File: src/rtl/bakraid_textarb_pkg.sv
// Shared types and defaults for the Bakraid text ROM arbiter.
// Used by bakraid_textarb_tagpipe and bakraid_textrom_arbiter.
package bakraid_textarb_pkg;

  localparam int TEXTROM_AW  = 14;
  localparam int TEXTROM_DW  = 16;
  localparam int TEXTROM_LAT = 2;

  typedef enum logic {
    REQ_A = 1'b0,
    REQ_B = 1'b1
  } req_id_t;

  typedef enum logic {
    ARB  = 1'b0,
    HOLD = 1'b1
  } arb_state_t;

  typedef struct packed {
    logic    valid;
    req_id_t id;
  } tag_t;

  function automatic logic [15:0] sat_inc16(input logic [15:0] v);
    return (v == 16'hFFFF) ? v : v + 16'd1;
  endfunction

endpackage

File: src/rtl/bakraid_textarb_tagpipe.sv
// In-flight owner tag delay line. The head stage lines up with MEM_CS and the
// tail stage lines up with the cycle in which MEM_DATA is valid.
module bakraid_textarb_tagpipe
  import bakraid_textarb_pkg::*;
#(
  parameter int DEPTH = TEXTROM_LAT + 1
) (
  input  logic CLK96,
  input  logic RESET96,
  input  tag_t tag_in,
  output tag_t tag_out
);

  generate
    for (genvar gi = 0; gi < DEPTH; gi++) begin : g_stage
      tag_t q_reg;
      if (gi == 0) begin : g_head
        always_ff @(posedge CLK96 or posedge RESET96) begin
          if (RESET96) q_reg <= '0;
          else         q_reg <= tag_in;
        end
      end else begin : g_tail
        always_ff @(posedge CLK96 or posedge RESET96) begin
          if (RESET96) q_reg <= '0;
          else         q_reg <= g_stage[gi-1].q_reg;
        end
      end
    end
  endgenerate

  assign tag_out = g_stage[DEPTH-1].q_reg;

endmodule

File: src/rtl/bakraid_textrom_arbiter.sv
// Round-robin arbiter sharing one text ROM read port between the extratext (A)
// and text-layer (B) renderers, with 2-word bursts. Optional counters: BAKRAID_TEXTROM_ARB_STATS_EN.
module bakraid_textrom_arbiter
  import bakraid_textarb_pkg::*;
#(
  parameter int AW  = TEXTROM_AW,
  parameter int DW  = TEXTROM_DW,
  parameter int LAT = TEXTROM_LAT
) (
  input  logic          CLK96,
  input  logic          RESET96,
  input  logic          A_REQ,
  input  logic [AW-1:0] A_ADDR,
  input  logic          A_BURST,
  output logic          A_ACK,
  output logic [DW-1:0] A_DATA,
  output logic          A_DVALID,
  input  logic          B_REQ,
  input  logic [AW-1:0] B_ADDR,
  input  logic          B_BURST,
  output logic          B_ACK,
  output logic [DW-1:0] B_DATA,
  output logic          B_DVALID,
  output logic          MEM_CS,
  output logic [AW-1:0] MEM_ADDR,
  input  logic [DW-1:0] MEM_DATA
`ifdef BAKRAID_TEXTROM_ARB_STATS_EN
  ,
  input  logic          STAT_CLR,
  output logic [15:0]   STAT_A_WORDS,
  output logic [15:0]   STAT_B_WORDS,
  output logic [15:0]   STAT_CONFLICTS
`endif
);

  arb_state_t    state_reg, state_next;
  req_id_t       rr_last_reg, rr_last_next;
  req_id_t       owner_reg, owner_next;
  logic [AW-1:0] burst_addr_reg, burst_addr_next;
  logic [AW-1:0] mem_addr_reg, mem_addr_next;
  logic          mem_cs_reg, mem_cs_next;
  logic [DW-1:0] a_data_reg, b_data_reg;
  logic          a_dvalid_reg, b_dvalid_reg;
  logic          grant_valid, both_req;
  req_id_t       grant_id;
  tag_t          tag_next, tag_out;

  always_comb begin
    state_next      = state_reg;
    rr_last_next    = rr_last_reg;
    owner_next      = owner_reg;
    burst_addr_next = burst_addr_reg;
    mem_cs_next     = 1'b0;
    mem_addr_next   = mem_addr_reg;
    tag_next        = '0;
    grant_valid     = 1'b0;
    grant_id        = REQ_A;
    both_req        = A_REQ && B_REQ;
    case (state_reg)
      ARB: begin
        if (!RESET96 && (A_REQ || B_REQ)) begin
          grant_valid = 1'b1;
          if (both_req) grant_id = (rr_last_reg == REQ_B) ? REQ_A : REQ_B;
          else          grant_id = A_REQ ? REQ_A : REQ_B;
          rr_last_next  = grant_id;
          mem_cs_next   = 1'b1;
          mem_addr_next = (grant_id == REQ_A) ? A_ADDR : B_ADDR;
          tag_next      = '{valid: 1'b1, id: grant_id};
          if ((grant_id == REQ_A) ? A_BURST : B_BURST) begin
            state_next      = HOLD;
            burst_addr_next = mem_addr_next;
            owner_next      = grant_id;
          end
        end
      end
      HOLD: begin
        // Second beat; the address increment wraps naturally at AW bits.
        mem_cs_next   = 1'b1;
        mem_addr_next = burst_addr_reg + {{(AW-1){1'b0}}, 1'b1};
        tag_next      = '{valid: 1'b1, id: owner_reg};
        state_next    = ARB;
      end
      default: state_next = ARB;
    endcase
  end

  always_ff @(posedge CLK96 or posedge RESET96) begin
    if (RESET96) begin
      state_reg      <= ARB;
      rr_last_reg    <= REQ_B;
      owner_reg      <= REQ_A;
      burst_addr_reg <= '0;
      mem_cs_reg     <= 1'b0;
      mem_addr_reg   <= '0;
    end else begin
      state_reg      <= state_next;
      rr_last_reg    <= rr_last_next;
      owner_reg      <= owner_next;
      burst_addr_reg <= burst_addr_next;
      mem_cs_reg     <= mem_cs_next;
      mem_addr_reg   <= mem_addr_next;
    end
  end

  bakraid_textarb_tagpipe #(.DEPTH(LAT + 1)) u_tagpipe (
    .CLK96   (CLK96),
    .RESET96 (RESET96),
    .tag_in  (tag_next),
    .tag_out (tag_out)
  );

  // Returned data is registered towards its owner; DATA holds between words.
  always_ff @(posedge CLK96 or posedge RESET96) begin
    if (RESET96) begin
      a_data_reg   <= '0;
      b_data_reg   <= '0;
      a_dvalid_reg <= 1'b0;
      b_dvalid_reg <= 1'b0;
    end else begin
      a_dvalid_reg <= tag_out.valid && (tag_out.id == REQ_A);
      b_dvalid_reg <= tag_out.valid && (tag_out.id == REQ_B);
      if (tag_out.valid && (tag_out.id == REQ_A)) a_data_reg <= MEM_DATA;
      if (tag_out.valid && (tag_out.id == REQ_B)) b_data_reg <= MEM_DATA;
    end
  end

  assign A_ACK    = grant_valid && (grant_id == REQ_A);
  assign B_ACK    = grant_valid && (grant_id == REQ_B);
  assign A_DATA   = a_data_reg;
  assign B_DATA   = b_data_reg;
  assign A_DVALID = a_dvalid_reg;
  assign B_DVALID = b_dvalid_reg;
  assign MEM_CS   = mem_cs_reg;
  assign MEM_ADDR = mem_addr_reg;

`ifdef BAKRAID_TEXTROM_ARB_STATS_EN
  logic [15:0] stat_a_reg, stat_b_reg, stat_conf_reg;

  always_ff @(posedge CLK96 or posedge RESET96) begin
    if (RESET96) begin
      stat_a_reg    <= '0;
      stat_b_reg    <= '0;
      stat_conf_reg <= '0;
    end else if (STAT_CLR) begin
      stat_a_reg    <= '0;
      stat_b_reg    <= '0;
      stat_conf_reg <= '0;
    end else begin
      if (tag_next.valid && (tag_next.id == REQ_A)) stat_a_reg <= sat_inc16(stat_a_reg);
      if (tag_next.valid && (tag_next.id == REQ_B)) stat_b_reg <= sat_inc16(stat_b_reg);
      if ((state_reg == ARB) && both_req) stat_conf_reg <= sat_inc16(stat_conf_reg);
    end
  end

  assign STAT_A_WORDS   = stat_a_reg;
  assign STAT_B_WORDS   = stat_b_reg;
  assign STAT_CONFLICTS = stat_conf_reg;
`endif

endmodule

File: config.mk
export PLATFORM = sky130hd
export DESIGN_NAME = bakraid_textrom_arbiter
export DESIGN_NICKNAME = d
export VERILOG_FILES = /design/src/rtl/bakraid_textarb_pkg.sv /design/src/rtl/bakraid_textarb_tagpipe.sv /design/src/rtl/bakraid_textrom_arbiter.sv
export SDC_FILE = /design/constraint.sdc
export NUM_CORES = 1
export LEC_CHECK = 0
export ABC_AREA = 1
export BUFFER_PORTS_ARGS = -buffer_cell sky130_fd_sc_hd__buf_2
export CELL_PAD_IN_SITES_DETAIL_PLACEMENT = 1
export CELL_PAD_IN_SITES_GLOBAL_PLACEMENT = 1
export CORE_MARGIN = 10
export CORE_UTILIZATION = 30
export CTS_CLUSTER_DIAMETER = 40
export DETAILED_ROUTE_END_ITERATION = 16
export HOLD_SLACK_MARGIN = 0.03
export PLACE_DENSITY_LB_ADDON = 0.15
export SLEW_MARGIN = 30
export SYNTH_ARGS = -nofsm -noshare
export SYNTH_HDL_FRONTEND = slang
export SYNTH_SLANG_ARGS = --single-unit
File: constraint.sdc
create_clock -name CLK96 -period 2.4 [get_ports CLK96]
set_clock_uncertainty 0.2 [all_clocks]
set_input_delay 0.48 -clock CLK96 [delete_from_list [all_inputs] [get_ports CLK96]]
set_output_delay 0.48 -clock CLK96 [all_outputs]
set_load 0.005 [all_outputs]
==> results of run 1 <==
through the flow:
| stage | power [W] | util (%) | cells | setup WS, ns | cell area [um^2] |
|---|---|---|---|---|---|
| 6_report | 0.00348 | 38.3 | 646 | 0.112 | 4130 |
| 5_1_grt | 0.00377 | 38.3 | 646 | 0.00299 | 4130 |
| 4_1_cts | 0.00356 | 38.2 | 646 | 0.0703 | 4120 |
| 3_5_place_dp | 0.00262 | 36.3 | 630 | 0.305 | 3920 |
| 3_3_place_gp | 0.00257 | 36.3 | 630 | 0.391 | 3920 |
| 2_1_floorplan | 0.00215 | - | 397 | 0.679 | 3290 |
timing repair:
| item | in CTS | in global routing |
|---|---|---|
| hold buffers | 1 | 0 |
| endpoints found under the setup margin | 0 | 2 |
| hold endpoints to repair | 16 | 0 |
| resized for setup | 0 | 2 |
placed cells by master (no fill, tap or decap), types with 2 or more instances in the layout:
master	netlist	layout
a21oi_1	9	9
buf_2	4	100
buf_4	1	7
clkbuf_8	0	9
clkinv_2	0	3
clkinvlp_4	0	2
dfrtp_1	70	70
inv_1	37	36
inv_2	4	3
inv_4	1	2
nand2_1	142	142
nand2_2	11	11
nand2_4	3	2
nand2_8	1	2
nand3_1	34	34
nand4_1	3	3
nor2_1	17	17
nor2_4	2	2
nor3_1	2	2
o211ai_1	2	2
o21ai_0	37	37
o21bai_1	2	2
cells in the mapped netlist, drive strengths merged:
cell type,instances
o211ai,2
nor3,2
nand3,34
nor2,20
inv,42
nand2,157
nand4,3
buf,8
a21oi,9
ha,1
clkbuf,6
o21ai,39
a21o,1
dfrtp,70
dfstp,1
o21bai,2
final timing paths:
| check | startpoint | end | slack, ns | depth (start not counted) |
|---|---|---|---|---|
| worst max-delay path | state_reg$_DFF_PP0_ | B_ACK | 0.11 | 4 |
| worst min-delay path | u_tagpipe.g_stage[0].q_reg[0]$_DFF_PP0_ | u_tagpipe.g_stage[1].q_reg[0]$_DFF_PP0_ | 0.16 | 0 |
| worst max register to register | rr_last_reg$_DFFE_PP1P_ | owner_reg$_DFFE_PP0P_ | 0.50 | 7 |
| worst min register to register | u_tagpipe.g_stage[0].q_reg[0]$_DFF_PP0_ | u_tagpipe.g_stage[1].q_reg[0]$_DFF_PP0_ | 0.16 | 0 |
| max in group asynchronous | RESET96 | A_DATA[7]$_DFFE_PP0P_ | 0.77 | 4 |
| min in group asynchronous | RESET96 | MEM_ADDR[12]$_DFFE_PP0P_ | 0.58 | 3 |
cell families (layout without fill, tap and decap cells):
group | count (synthesis) | after routing
and+or+nand+nor | 216 | 216
DFF | 71 | 71
buffers and inverters | 56 | 165
adders and majority gates | 1 | 1
AOI/OAI and AO/OA | 53 | 53
final cells by class:
class | count | area (um^2) | area share (%)
sequential | 71 | 1780 | 43.1
tap | 140 | 175 | 4.24
timing repair buffer | 108 | 563 | 13.6
clock buffer | 9 | 124 | 3.00
inverter | 42 | 166 | 4.03
multi-input combinational | 270 | 1260 | 30.5
clock inverter | 6 | 61.3 | 1.48
report_power, final:
part,switching (W),internal [W]
combinational,0.000499,0.000369
sequential,0.000210,0.00149
clock,0.000444,0.000472
total,0.00115,0.00233
metal layers:
layer  track usage, %  vias to the layer above  routed length [um]
li1                 -                     1464                   -
met1             16.4                     1464                4530
met2             23.3                       73                5070
met3             3.83                        9                 509
met4             2.74                        0                  77
met5                0                        -                   0
==> out/metrics.json, run 1 <==
{
  "timing.final.crit_share_pct": 95.3,
  "finalSetupViolCount": 0,
  "core_um2": 10800,
  "floorplan.initialDensity_pct": 30.4,
  "power_density_nw_per_um2": 843,
  "postCtsSetupRepairBufs": 0,
  "totalNegativeSetupSlack_ns": 0,
  "cts_made_buffers": 9,
  "avgRoutedWirePerCell_um": 15.8,
  "syn_nets": 448,
  "number_of_max_capacitance_violations_reported": 0,
  "worst_ep_required_time_ns": 1.72,
  "synth_adder_area_share_pct": 0.381,
  "largest_voltage_drop_on_the_vdd_net_mv": 0.311,
  "synthesis.yosys.warnings": 0,
  "timing.critical_path.cells": "inv_4 -> nand2_2 -> a21oi_1 -> buf_2",
  "tightest_slew_ns": 0.481,
  "ctsRootBufferMaster": "clkbuf_8",
  "place.port_buffers": 100,
  "core.rowCount": 38,
  "gp_routability_congestion": 0.761,
  "areaGrowthSynthToFinish_pct": 25.8,
  "remaining_drc_errors": 0,
  "largest_net_degree_at_the_start_of_global_routing": 34,
  "run_status": "finished clean",
  "p_leak_nw": 2.25,
  "netlist_area_pre_place_um2": 3280,
  "synth.top_cells.by_area": "dfrtp_1, nand2_1, o21ai_0",
  "top_level_ports": 101,
  "rsz0062_at_grt": "no",
  "critPathLaunchType": "flop",
  "post_synth_and_or_nand_nor_area_fraction_pct": 28.8,
  "worst_path_max_delay_cell": "dfrtp_1",
  "vias": 3010,
  "hold_path_class": "reg -> reg",
  "drt_wl_total_um": 10200,
  "design.final.nets": 553,
  "n_antenna_cell": 0,
  "first_pass_iters": 4,
  "timing.critical_path.max_delay_family": "flip-flops",
  "syn_inst": 397,
  "worstPathBufferInverterCount": 2,
  "grt_first_pass_wirelength_um": 17400,
  "share_of_the_synthesized_area_in_compound_gates_ao_oa_aoi_oai_pct": 8.92,
  "timing_worst_setup_path_type": "reg -> out",
  "avgViaCountPerCell": 4.66,
  "timing.critical_path.slowest_cell_delay_ns": 0.55,
  "holdWs_ns": 0.156,
  "crit_path_end_kind": "output port",
  "synthXorXnorAreaFrac_pct": 0,
  "synth_top_area_cell": "dfrtp_1",
  "dp.final_hpwl_um": 7930,
  "post_synth_top_area_share_pct": 53.4,
  "nFillCells": 1343,
  "count_of_h_tree_levels_built_during_cts": 3,
  "final_hold_viol_count": 0,
  "worst_ep_arrival_time_ns": 1.61,
  "max-clock-path-buffers": 2,
  "grt_overflow": 0,
  "die_x_um": 125,
  "final_period_minus_worst_setup_slack_ns": 2.29,
  "cp_max_fo": 10,
  "synth_top_family_by_area": "simple AND/OR/NAND/NOR gates",
  "die_height_um": 125,
  "clk_pin_slew_worst_paths_ns": 0.07,
  "first_global_vias": 3361,
  "relSlewSlack_pct": 67.8,
  "cts.sinks": 71,
  "dieArea_um2": 15500,
  "yosys-mux-area-fraction_pct": 0,
  "final_antenna_net_count": 0,
  "maxSlewViolCount": 0,
  "maxClockFrequency_mhz": 437,
  "grt_antenna_before_repair": 0,
  "syn_area_per_cell_um2": 8.27,
  "tritoncts": "built",
  "number_of_different_library_cells_in_the_post_synthesis_netlist": 28,
  "insertion_delay_ns": 0.34,
  "sequential_element_share_of_the_synthesized_area_pct": 54.2,
  "grt_util_all_layers_pct": 13.5,
  "postSynthRegisterBits": 71,
  "detail_route.iter0.violations": 159,
  "final_layout_size_suffix_gt1_share_pct": 29.4
}
No activity file was read; power rests on OpenSTA's default activity.
==> inputs of run 2 (changes only) <==
Clock period 2.4 ns to 2.2 ns, I/O delays scaled along.
==> out/metrics.json, run 2 (synthesis results as in run 1) <==
{
  "die_x": {"value": 125, "unit": "um", "change": "unchanged"},
  "reg2reg_slack": {"value": 0.43, "unit": "ns", "change": "-0.07 ns"},
  "place.port_buffers": {"value": 100, "change": "unchanged"},
  "grt_antenna_before_repair": {"value": 0, "change": "unchanged"},
  "layout_commonest_cell": "nand2_1",
  "run_status": "finished clean",
  "relSlewSlack": {"value": 65.9, "unit": "%", "change": "-1.9 points"},
  "p_leak": {"value": 2.27, "unit": "nW", "change": "+0.67%"},
  "remaining_drc_errors": {"value": 0, "change": "unchanged"},
  "design.final.nets": {"value": 557, "change": "+0.72%"},
  "maxSlewViolCount": {"value": 0, "change": "unchanged"},
  "dr_wl_met2": {"value": 5060, "unit": "um", "change": "-0.34%"},
  "n_antenna_cell": {"value": 0, "change": "unchanged"},
  "core.rowCount": {"value": 38, "change": "unchanged"},
  "hold_path_class": "in -> reg",
  "totalNegativeSetupSlack": {"value": 0, "unit": "ns", "change": "unchanged"},
  "worst_ep_required_time": {"value": 1.56, "unit": "ns", "change": "-0.16 ns"},
  "cp_max_fo": {"value": 17, "change": "+7"},
  "max-clock-path-buffers": {"value": 2, "change": "unchanged"},
  "avgViaCountPerCell": {"value": 4.54, "change": "-2.6%"},
  "vias": {"value": 2950, "change": "-2.0%"},
  "insertion_delay": {"value": 0.34, "unit": "ns", "change": "about the same"},
  "dr.max_layer_used": "met4",
  "timing_worst_setup_path_type": "reg -> out",
  "dp.final_hpwl": {"value": 7810, "unit": "um", "change": "-1.5%"},
  "largest_net_degree_at_the_start_of_global_routing": {"value": 34, "change": "unchanged"},
  "wirelength_met1": {"value": 4700, "unit": "um", "change": "+3.7%"},
  "areaGrowthSynthToFinish_pct": 26.8,
  "count_of_h_tree_levels_built_during_cts": {"value": 3, "change": "unchanged"},
  "grt_first_pass_wirelength": {"value": 17400, "unit": "um", "change": "-0.12%"},
  "commonest_cells_after_routing_fill_and_taps_aside": "nand2_1, buf_2, dfrtp_1",
  "dieArea": {"value": 15500, "unit": "um^2", "change": "unchanged"},
  "critPathLaunchType": "flop",
  "tightest_slew": {"value": 0.510, "unit": "ns", "change": "+0.0292 ns"},
  "final_antenna_net_count": {"value": 0, "change": "unchanged"},
  "detail_route.iter0.violations": {"value": 120, "change": "-25%"},
  "cts_made_buffers": {"value": 9, "change": "unchanged"},
  "avgRoutedWirePerCell": {"value": 15.9, "unit": "um", "change": "+1.0%"},
  "drt_wl_total": {"value": 10400, "unit": "um", "change": "+1.7%"},
  "dr_wl_met3": {"value": 456, "unit": "um", "change": "-10%"},
  "grt_overflow": {"value": 0, "change": "unchanged"},
  "largest_voltage_drop_on_the_vdd_net": {"value": 0.323, "unit": "mV", "change": "+4.0%"},
  "ctsRootBufferMaster": "clkbuf_8",
  "tritoncts": "built",
  "final_layout_size_suffix_gt1_share": {"value": 30.2, "unit": "%", "change": "+0.75 points"},
  "number_of_max_capacitance_violations_reported": {"value": 0, "change": "unchanged"},
  "die_height": {"value": 125, "unit": "um", "change": "unchanged"},
  "first_global_vias": {"value": 3298, "change": "-1.9%"},
  "core": {"value": 10800, "unit": "um^2", "change": "unchanged"},
  "holdWs": {"value": 0.143, "unit": "ns", "change": "-0.0137 ns"},
  "finalSetupViolCount": {"value": 0, "change": "unchanged"},
  "timing.final.crit_share_pct": 94.5,
  "gp_routability_congestion": {"value": 0.774, "change": "+1.7%"},
  "first_pass_iters": {"value": 4, "change": "unchanged"},
  "top_level_ports": {"value": 101, "change": "unchanged"},
  "rsz0062_at_grt": "no",
  "grt_util_all_layers": {"value": 13.7, "unit": "%", "change": "+0.12 points"},
  "power_density": {"value": 896, "unit": "nW/um^2", "change": "+6.3%"},
  "crit_path_end_kind": "output port",
  "final_period_minus_worst_setup_slack_ns": 2.08,
  "nFillCells": {"value": 1330, "change": "-0.97%"},
  "final_hold_viol_count": {"value": 0, "change": "unchanged"},
  "maxClockFrequency_mhz": 481,
  "cts.sinks": {"value": 71, "change": "unchanged"},
  "clk_pin_slew_worst_paths": {"value": 0.07, "unit": "ns", "change": "about the same"},
  "floorplan.initialDensity": {"value": 30.4, "unit": "%", "change": "unchanged"},
  "worst_ep_arrival_time": {"value": 1.44, "unit": "ns", "change": "-0.17 ns"}
}
## run 2: what timing repair did
item                                   4_1_cts  5_1_grt
endpoints found under the hold margin       16        0
hold buffers                                 1        0
pin swaps                                    0        2
resized for setup                            1        2
setup buffers                                0        2
setup endpoints to repair                    1        2
## run 2: critical path: stages (launching register included)
cell and delay (ns):
dfstp_2 0.53, inv_2 0.06, nand2_8 0.10, nand2_8 0.12
nor2_2 0.15, buf_2 0.12
## run 2: path summary, 6_finish.rpt
| path | cells past startpoint | from | end |
|---|---|---|---|
| worst max register to register | 6 | burst_addr_reg[0]$_DFFE_PP0P_ | MEM_ADDR[12]$_DFFE_PP0P_ |
| max in group asynchronous | 4 | RESET96 | B_DATA[15]$_DFFE_PP0P_ |
| worst min-delay path | 3 | B_BURST | owner_reg$_DFFE_PP0P_ |
| min in group asynchronous | 3 | RESET96 | MEM_ADDR[8]$_DFFE_PP0P_ |
| worst min register to register | 0 | u_tagpipe.g_stage[1].q_reg[0]$_DFF_PP0_ | u_tagpipe.tag_out[0]$_DFF_PP0_ |
| worst max-delay path | 5 | rr_last_reg$_DFFE_PP1P_ | A_ACK |
## run 2: layer usage
metal | GRT usage [%] | up-vias
li1 | - | 1463
met1 | 16.8 | 1402
met2 | 22.8 | 74
met3 | 3.11 | 11
met4 | 4.80 | 0
met5 | 0 | -
## run 2: cell type report
class | instances | area, um^2 | area share (%)
Sequential cell | 71 | 1780 | 42.7
Tap cell | 140 | 175 | 4.21
Multi-Input combinational cell | 270 | 1260 | 30.3
Clock buffer | 11 | 141 | 3.40
Clock inverter | 4 | 22.5 | 0.541
Inverter | 42 | 164 | 3.94
Timing Repair Buffer | 112 | 618 | 14.8
## run 2: where the power goes
group	leakage [nW]	internal [W]	switching, W	total, W
logic	1.30	0.000416	0.000550	0.000966
registers	0.880	0.00162	0.000216	0.00184
clock network	0.0850	0.000429	0.000497	0.000926
total	2.27	0.00247	0.00126	0.00373
## run 2: metrics by stage
stage | util (%) | total power (W) | cells | setup slack [ns] | cell area (um^2)
6_report | 38.6 | 0.00373 | 650 | 0.122 | 4160
5_1_grt | 38.6 | 0.00404 | 650 | 0.0156 | 4160
4_1_cts | 38.4 | 0.00380 | 648 | 0.00699 | 4150
3_5_place_dp | 36.7 | 0.00286 | 632 | 0.255 | 3960
3_3_place_gp | 36.7 | 0.00281 | 632 | 0.280 | 3960
2_1_floorplan | - | 0.00235 | 397 | 0.519 | 3290
